File: src/rtl/bcd_counter_n.sv
// Cascaded BCD up/down counter: DIGITS decades, sync clear/load, combinational tc, sticky overflow.
// Optional macro BCD_COUNTER_SAT_EN: saturate at all-9s / all-0s instead of wrapping.
module bcd_counter_n #(
   parameter int DIGITS = 4
) (
   input  logic                clk,
   input  logic                reset_n,
   input  logic                enable,
   input  logic                up_down,
   input  logic                clear,
   input  logic                load,
   input  logic [4*DIGITS-1:0] load_value,
   output logic [4*DIGITS-1:0] out,
   output logic                tc,
   output logic                overflow
);

   logic [4*DIGITS-1:0] count_q;
   logic [4*DIGITS-1:0] count_d;
   logic [4*DIGITS-1:0] wrap_d;
   logic [4*DIGITS-1:0] load_clean;
   logic [DIGITS:0]     chain;
   logic                at_limit;

   // chain[k] is the carry/borrow into digit k; chain[DIGITS] means every digit sits at the limit
   assign chain[0] = 1'b1;

   for (genvar g = 0; g < DIGITS; g++) begin : g_digit
      logic [3:0] cur;
      logic [3:0] nxt;
      logic [3:0] ld_digit;
      logic       is_nine;
      logic       is_zero;

      assign cur      = count_q[4*g +: 4];
      assign ld_digit = load_value[4*g +: 4];
      assign is_nine  = (cur == 4'd9);
      assign is_zero  = (cur == 4'd0);

      assign chain[g+1] = chain[g] & (up_down ? is_nine : is_zero);

      always_comb begin
         nxt = cur;
         if (chain[g]) begin
            if (up_down) nxt = is_nine ? 4'd0 : cur + 4'd1;
            else         nxt = is_zero ? 4'd9 : cur - 4'd1;
         end
      end

      assign wrap_d[4*g +: 4]     = nxt;
      assign load_clean[4*g +: 4] = (ld_digit > 4'd9) ? 4'd0 : ld_digit;
   end

   assign at_limit = chain[DIGITS];
   assign tc       = enable & at_limit;

`ifdef BCD_COUNTER_SAT_EN
   assign count_d = at_limit ? count_q : wrap_d;
`else
   assign count_d = wrap_d;
`endif

   always_ff @(posedge clk or negedge reset_n) begin
      if (!reset_n) begin
         count_q  <= '0;
         overflow <= 1'b0;
      end else if (clear) begin
         count_q  <= '0;
         overflow <= 1'b0;
      end else if (load) begin
         count_q <= load_clean;
      end else if (enable) begin
         count_q <= count_d;
         if (at_limit) overflow <= 1'b1;
      end
   end

   assign out = count_q;

endmodule

File: config.mk
export PLATFORM = sky130hd
export DESIGN_NAME = bcd_counter_n
export DESIGN_NICKNAME = d
export VERILOG_FILES = /design/src/rtl/bcd_counter_n.sv
export SDC_FILE = /design/constraint.sdc
export NUM_CORES = 1
export LEC_CHECK = 0
export CORE_ASPECT_RATIO = 1.4
export CORE_MARGIN = 2
export CORE_UTILIZATION = 52
export CTS_BUF_LIST = sky130_fd_sc_hd__clkbuf_4
export DETAILED_ROUTE_END_ITERATION = 7
export PLACE_DENSITY = 0.83
export SYNTH_ARGS = -nofsm -noshare
export SYNTH_HDL_FRONTEND = slang
export SYNTH_SLANG_ARGS = --single-unit
File: constraint.sdc
create_clock -name clk -period 2.37 [get_ports clk]
set_input_delay 0.237 -clock clk [delete_from_list [all_inputs] [get_ports clk]]
set_output_delay 0.237 -clock clk [all_outputs]
set_load 0.05 [all_outputs]
==> out/summary.md, run 1 <==
- **status** finished, final reports clean
- **Routed WL per cell** 15.09 um
- **count of mapped cells out of synthesis** 216
- **final instance area** 2232 um^2
- **highest-count cells in the layout ignoring fill and taps** sky130_fd_sc_hd__clkdlybuf4s50_1, sky130_fd_sc_hd__nor2_1, sky130_fd_sc_hd__o21ai_0, sky130_fd_sc_hd__a21oi_1, sky130_fd_sc_hd__buf_4
- **Leak Pwr** 0.8990 nW
- **main flop type after synthesis** sky130_fd_sc_hd__dfrtp_1
- **global-route congestion overflow total** 0
- **TritonCTS buffer count** 3
- **count of TritonRoute iterations in the first routing pass** 4
- **overall fraction of global-route tracks in use** 0.2559
- **Slew Viols, Final** 0
- **final hold slack** 0.3947 ns
- **final worst clock skew** 0.01256 ns
- **placed wire-length estimate after detailed placement** 3061 um
- **hold-fix buffers at CTS** 0
- **filler instances** 251
- **clock root cell** sky130_fd_sc_hd__clkbuf_4
- **global-route wire length before repair** 7272 um
- **DRC Markers** 0
- **number of nets produced by synthesis** 242
- **Cell Count, Final, Fillers Out** 299
- **register bit count reported by yosys** 17
- **critical path type** flop to primary output
- **synthesized area per cell** 7.658 um^2
- **pin slew with the least headroom to its limit** 0.8403 ns
- **die footprint** 3654 um^2
- **clock transition time at the flip-flop clock pins of the worst setup and hold paths** 0.12 ns
- **worst-case headroom to the max-slew limit** 0.4380
- **netlist area before placement** 1654 um^2
- **vias in the first global route** 1,602
- **Initial Util** 0.5400
- **type of the worst min-delay path** input pin to asynchronous set/reset pin
- **post-detailed-placement cell area** 2105 um^2
- **Routed Antenna Nets** 0
- **Synth Area in XOR/XNOR** 0.03177
- **routed wire length** 4512 um
- **worst-case setup slack after placement** 0.1254 ns
- **launching element of the worst setup path** out[1]$_DFFE_PN0P_
- **Post-synth EDFFs** 0
- **post-layout min period** 2.296 ns
- **unrepaired setup endpoints after global routing** yes
- **clock tree from TritonCTS** done
- **Final nets** 287
- **maximum buffer depth of the clock tree** 2
- **largest vdd supply drop** 0.2801 mV
- **number of port buffers** 39
- **fraction of layout cells with a size suffix above 1** 0.1500
- **depth of the CTS H-tree** 1
- **main area contributors after synthesis** sky130_fd_sc_hd__dfrtp_1, sky130_fd_sc_hd__o21ai_0, sky130_fd_sc_hd__a21oi_1, sky130_fd_sc_hd__nor2_1, sky130_fd_sc_hd__ha_1
- **Via-to-Cell Ratio** 6.000
- **chip width** 51.67 um
- **number of instances in the placed design** 286
- **Chip Height** 70.73 um
- **hold violation count in the final report** 0
- **clock network latency to the later pin of the worst-skew pair** 0.31 ns
- **routability congestion estimate** 0.8574
- **# rows** 24
- **depth of the most critical reg-to-reg path** 9
- **Core Box Area** 3063 um^2
- **area share of the largest cell type after synthesis** 0.2572
- **overall power of the completed layout** 915.9 uW
- **Critical Path Fanout Max** 4
- **nature of the critical path endpoint** primary output
- **initial antenna violation count** 0
- **Sink Count** 17
- **Post-Synth Adder-Cell Area** 0.03026
- **number of setup violations in the final report** 0
- **Period Utilization, post-route** 0.9688
- **compound-cell area share of the yosys netlist** 0.2829
- **YS warnings** 0
- **highest clock rate** 435.5 MHz
- **Final Core Density** 0.7288
- **critical path launch point type** flop
- **area leader, netlist** sky130_fd_sc_hd__dfrtp_1
- **worst reg2reg path startpoint** out[1]$_DFFE_PN0P_
- **violation count after the first detailed-routing iteration** 54
- **Req. time, crit path** 2.13 ns
- **dominant combinational cell family by area after synthesis** simple AND/OR/NAND/NOR gates
- **portion of the post-synthesis area used by sequential elements** 0.2572
- **P per Cell Area** 410.3 nW/um^2
- **I/O Pins** 40
- **Yosys cell types** 51
- **most common cell after layout, fill and taps aside** sky130_fd_sc_hd__clkdlybuf4s50_1
- **routed via count** 1,794
- **share of cell area taken by muxes after synthesis** 0.03707
- **Simple-Gate Fraction of Synth Area** 0.2837
- **worst-case setup margin in the final layout** 0.07399 ns
- **layout-stage area growth over the synthesis result** 34.95%
- **number of diodes** 0
- **CP arrival** 2.06 ns
- **Async S/R FF share, synth** 1.000
- **max cap viols** 0
- **pin count of the biggest net entering global routing** 22
- **Setup Total Neg Slack** 0 ns
## power breakdown
part	total (mW)	switching (mW)	internal (mW)
clock network	0.184	0.107	0.0771
logic	0.385	0.215	0.170
registers	0.347	0.0387	0.308
total	0.916	0.361	0.555
## flip-flops by register name, indices dropped and copies added, names as in the netlist
register	count
overflow	1
out	16
## per-layer routing
layer	up-vias	wire (um)	track usage
met4	0	103	0.1316
met2	78	2459	0.4373
met3	10	250	0.01899
met1	826	1699	0.3151
li1	880	-	-
met5	-	0	0
## cell usage after synthesis, drive strengths merged, types with 2 or more instances
cell and instances:
nor2 27, o21ai 25, a21oi 20, dfrtp 17, clkbuf 12, nand2 10, inv 9, nor3 8
buf 7, o31ai 6, a211oi 5, and3 5, mux2i 5, and2 4, ha 4, nand3 4
nor4b 4, xnor2 4, a221oi 3, nand2b 3, nor2b 3, nor4 3, o22ai 3, and4 2
and4b 2, o2111ai 2, o21a 2, or3 2, xor2 2
## cells by family after synthesis
family | count (synthesis)
XOR/XNOR | 6
AO/OA/AOI/OAI | 75
AND/OR/NAND/NOR | 80
buffers and inverters | 28
flip-flops | 17
adder cells (fa/ha/maj) | 4
multiplexers | 6
## cell type report
| type | count | area, um^2 | area share |
|---|---|---|---|
| clock buffer | 4 | 30.03 | 0.01345 |
| multi-input combinational | 171 | 1126 | 0.5045 |
| sequential | 17 | 427.9 | 0.1917 |
| tap | 39 | 48.80 | 0.02186 |
| inverter | 9 | 36.28 | 0.01626 |
| timing repair buffer | 59 | 563.0 | 0.2522 |
## critical path: stages (launching register included)
cell and delay, ns:
sky130_fd_sc_hd__dfrtp_2 0.45, sky130_fd_sc_hd__inv_4 0.09, sky130_fd_sc_hd__ha_4 0.15, sky130_fd_sc_hd__nor4b_4 0.24
sky130_fd_sc_hd__o21ai_2 0.12, sky130_fd_sc_hd__nor4b_4 0.32, sky130_fd_sc_hd__o211a_1 0.24, sky130_fd_sc_hd__buf_12 0.14
## path summary, 6_finish.rpt
kind / end / slack [ns]
max: tc / 0.07
min: out[8]$_DFFE_PN0P_ / 0.39
max reg2reg: overflow$_DFFE_PN0P_ / 0.22
min reg2reg: overflow$_DFFE_PN0P_ / 0.55
max in group asynchronous: out[1]$_DFFE_PN0P_ / 1.39
min in group clk: out[0]$_DFFE_PN0P_ / 0.52
## timing repair
action                     CTS  global route
resized for setup            4             5
pin swaps                    2             4
setup endpoints to repair    1             1
setup buffers                4             5
(Power assumes the default switching activity.)
==> run 2, diff against run 1 <==
--- a/config.mk
+++ b/config.mk
@@ -9,6 +9,7 @@
 export CORE_MARGIN = 2
 export CORE_UTILIZATION = 52
 export CTS_BUF_LIST = sky130_fd_sc_hd__clkbuf_4
+export CTS_CLUSTER_SIZE = 8
 export DETAILED_ROUTE_END_ITERATION = 7
 export PLACE_DENSITY = 0.83
 export SYNTH_ARGS = -nofsm -noshare
==> results of run 2 <==
Same layout as run 1: the final DEF is identical, and so are final timing and power.
==> run 3, diff against run 2 <==
--- a/config.mk
+++ b/config.mk
@@ -7,11 +7,12 @@
 export LEC_CHECK = 0
 export CORE_ASPECT_RATIO = 1.4
 export CORE_MARGIN = 2
-export CORE_UTILIZATION = 52
+export CORE_UTILIZATION = 55
 export CTS_BUF_LIST = sky130_fd_sc_hd__clkbuf_4
 export CTS_CLUSTER_SIZE = 8
 export DETAILED_ROUTE_END_ITERATION = 7
-export PLACE_DENSITY = 0.83
+export DONT_BUFFER_PORTS = 1
+export PLACE_DENSITY = 0.7
 export SYNTH_ARGS = -nofsm -noshare
 export SYNTH_HDL_FRONTEND = slang
 export SYNTH_SLANG_ARGS = --single-unit
==> run 3 against run 2 <==
Effect of this change:
- core utilization down 9.2 points
- design area down 18%
- setup slack worse by 0.019 ns
- largest power group is now registers
- critical path type unchanged
- highest routed layer unchanged
- fmax down 0.83%
- critical endpoint unchanged
- final cell count down 14%
- worst hold slack worse by 0.38 ns
- sequential share of layout area up 4.1 points
- routed wire length down 7.8%
==> out/summary.md, run 3 (synthesized netlist as in run 1, its figures left out) <==
- **global-route wire length before repair** 6348 um, -13%
- **clock network latency to the later pin of the worst-skew pair** 0.29 ns, -0.02 ns
- **clock share of power** 0.216, +0.015
- **highest-delay cell along the critical path** sky130_fd_sc_hd__dfrtp_1
- **Leak Pwr** 0.7529 nW, -16%
- **pin count of the biggest net entering global routing** 37, +68%
- **nature of the critical path endpoint** primary output
- **clock tree from TritonCTS** done
- **share of total power consumed by net switching** 0.3914, -0.002947
- **TritonCTS buffer count** 3, unchanged
- **routability congestion estimate** 0.8558, -0.19%
- **global-route congestion overflow total** 0, unchanged
- **Sink Count** 17, unchanged
- **Routed WL per cell** 16.12 um, +6.8%
- **internal power component** 492.5 uW, -11%
- **routed wire length** 4159 um, -7.8%
- **final hold slack** 0.01128 ns, -0.3835 ns
- **cell family with most CP delay** simple AND/OR/NAND/NOR gates
- **Cell Count, Final, Fillers Out** 258, -14%
- **most common cell after layout, fill and taps aside** sky130_fd_sc_hd__nor2_1
- **CP arrival** 2.08 ns, +0.02 ns
- **highest clock rate** 431.9 MHz, -0.83%
- **share of power burned in registers** 0.424, +0.045
- **number of port buffers** 0, -100%
- **met2 Usage GRT** 0.3914, -0.04587
- **overall power of the completed layout** 809.3 uW, -12%
- **layout-stage area growth over the synthesis result** 10.74%
- **number of diodes** 0, unchanged
- **chip width** 50.35 um, -2.5%
- **worst-case register-to-register setup slack** 0.26 ns, +0.04 ns
- **post-detailed-placement cell area** 1739 um^2, -17%
- **Req. time, crit path** 2.13 ns, about the same
- **number of setup violations in the final report** 0, unchanged
- **status** finished, final reports clean
- **hold violation count in the final report** 0, unchanged
- **Routed Antenna Nets** 0, unchanged
- **P per Cell Area** 441.8 nW/um^2, +7.7%
- **worst-case setup slack after placement** 0.3131 ns, +0.1877 ns
- **CP most frequent cell** sky130_fd_sc_hd__nor4b_4
- **Via-to-Cell Ratio** 6.364, +6.1%
- **switching power total** 316.8 uW, -12%
- **most used routing layer in global routing** met2
- **highest-count cells in the layout ignoring fill and taps** sky130_fd_sc_hd__nor2_1, sky130_fd_sc_hd__o21ai_0, sky130_fd_sc_hd__a21oi_1, sky130_fd_sc_hd__dfrtp_1, sky130_fd_sc_hd__buf_4
- **worst-case headroom to the max-slew limit** 0.4389, +0.0009150
- **Buffers & Inverters on Critical Path** 2, unchanged
- **routed via count** 1,642, -8.5%
- **pin slew with the least headroom to its limit** 0.8388 ns, -0.001507 ns
- **critical path type** flop to primary output
- **filler instances** 257, +2.4%
- **Final nets** 248, -14%
- **number of instances in the placed design** 250, -13%
- **met1 usage** 0.3171, +0.001986
- **placed wire-length estimate after detailed placement** 2900 um, -5.3%
- **fraction of layout cells with a size suffix above 1** 0.1538, +0.003846
- **count of TritonRoute iterations in the first routing pass** 4, unchanged
- **Initial Util** 0.5748, +0.03475
- **DRC Markers** 0, unchanged
- **Critical Path, Cell by Cell** inv_2 -> ha_2 -> nor4b_4 -> o21ai_2 -> nor4b_4 -> o211a_1 -> buf_12
- **max reg flops** 16, unchanged
- **# rows** 23, -4.2%
- **final worst clock skew** 0.001379 ns, -0.01118 ns
- **Critical Path Fanout Max** 4, unchanged
- **Core Box Area** 2878 um^2, -6.0%
- **I/O Pins** 40, unchanged
- **violation count after the first detailed-routing iteration** 79, +46%
- **depth of the CTS H-tree** 1, unchanged
- **Period Utilization, post-route** 0.9769, +0.008154
- **type of the worst min-delay path** input pin to flop
- **final instance area** 1832 um^2, -18%
- **worst-case setup margin in the final layout** 0.05466 ns, -0.01932 ns
- **post-layout min period** 2.315 ns, +0.01932 ns
- **Logic pwr share** 0.360, -0.060
- **Slew Viols, Final** 0, unchanged
- **initial antenna violation count** 0, unchanged
- **vias in the first global route** 1,434, -10%
- **overall fraction of global-route tracks in use** 0.2405, -0.01536
- **maximum buffer depth of the clock tree** 2, unchanged
- **met3 routing resource usage after global routing** 0.03448, +0.01550
- **clock transition time at the flip-flop clock pins of the worst setup and hold paths** 0.10 ns, -0.02 ns
- **critical path launch point type** flop
- **largest vdd supply drop** 0.2014 mV, -28%
- **Chip Height** 68.89 um, -2.6%
- **delay of the slowest critical-path stage** 0.41 ns, -0.04 ns
- **max cap viols** 0, unchanged
- **clock root cell** sky130_fd_sc_hd__clkbuf_4
- **die footprint** 3468 um^2, -5.1%
-- run 3: final timing paths --
path | cells past startpoint | end | from
max | 7 | tc | out[1]$_DFFE_PN0P_
min | 1 | out[10]$_DFFE_PN0P_ | clear
max reg2reg | 8 | overflow$_DFFE_PN0P_ | out[1]$_DFFE_PN0P_
min reg2reg | 2 | out[15]$_DFFE_PN0P_ | out[15]$_DFFE_PN0P_
max in group asynchronous | 1 | out[12]$_DFFE_PN0P_ | reset_n
min in group asynchronous | 1 | out[9]$_DFFE_PN0P_ | reset_n
-- run 3: power groups by stage --
stage	registers [mW]	logic (mW)	clock network (mW)
3_3_place_gp	0.346	0.264	0
2_1_floorplan	0.396	0.183	0
3_5_place_dp	0.348	0.269	0
4_1_cts	0.342	0.283	0.179
6_report	0.343	0.291	0.175
5_1_grt	0.347	0.318	0.190
-- run 3: layout make-up --
type	instances	area (um^2)	area share
clock buffer	4	30.03	0.01639
inverter	9	33.78	0.01844
multi-input combinational	171	1116	0.6093
sequential	17	425.4	0.2322
tap	37	46.29	0.02527
timing repair buffer	20	180.2	0.09836
-- run 3: metal layers --
metal | up-vias | wire length [um]
met5 | - | 0
met4 | 0 | 68
met3 | 10 | 260
met2 | 68 | 2005
met1 | 763 | 1824
li1 | 801 | -
-- run 3: through the flow --
| step | utilization | setup TNS, ns |
|---|---|---|
| CTS | 0.6239 | 0 |
| finish | 0.6365 | 0 |
| detailed placement | 0.6043 | 0 |
| global route | 0.6365 | -0.02913 |
| floorplan | - | 0 |
| global placement | 0.6043 | 0 |
-- run 3: timing repair --
action	CTS	global route
resized for setup	2	6
hold buffers	2	0
cloned	0	0
endpoints found under the setup margin	1	1
endpoints found under the hold margin	26	0
pin swaps	2	3
setup buffers	0	2
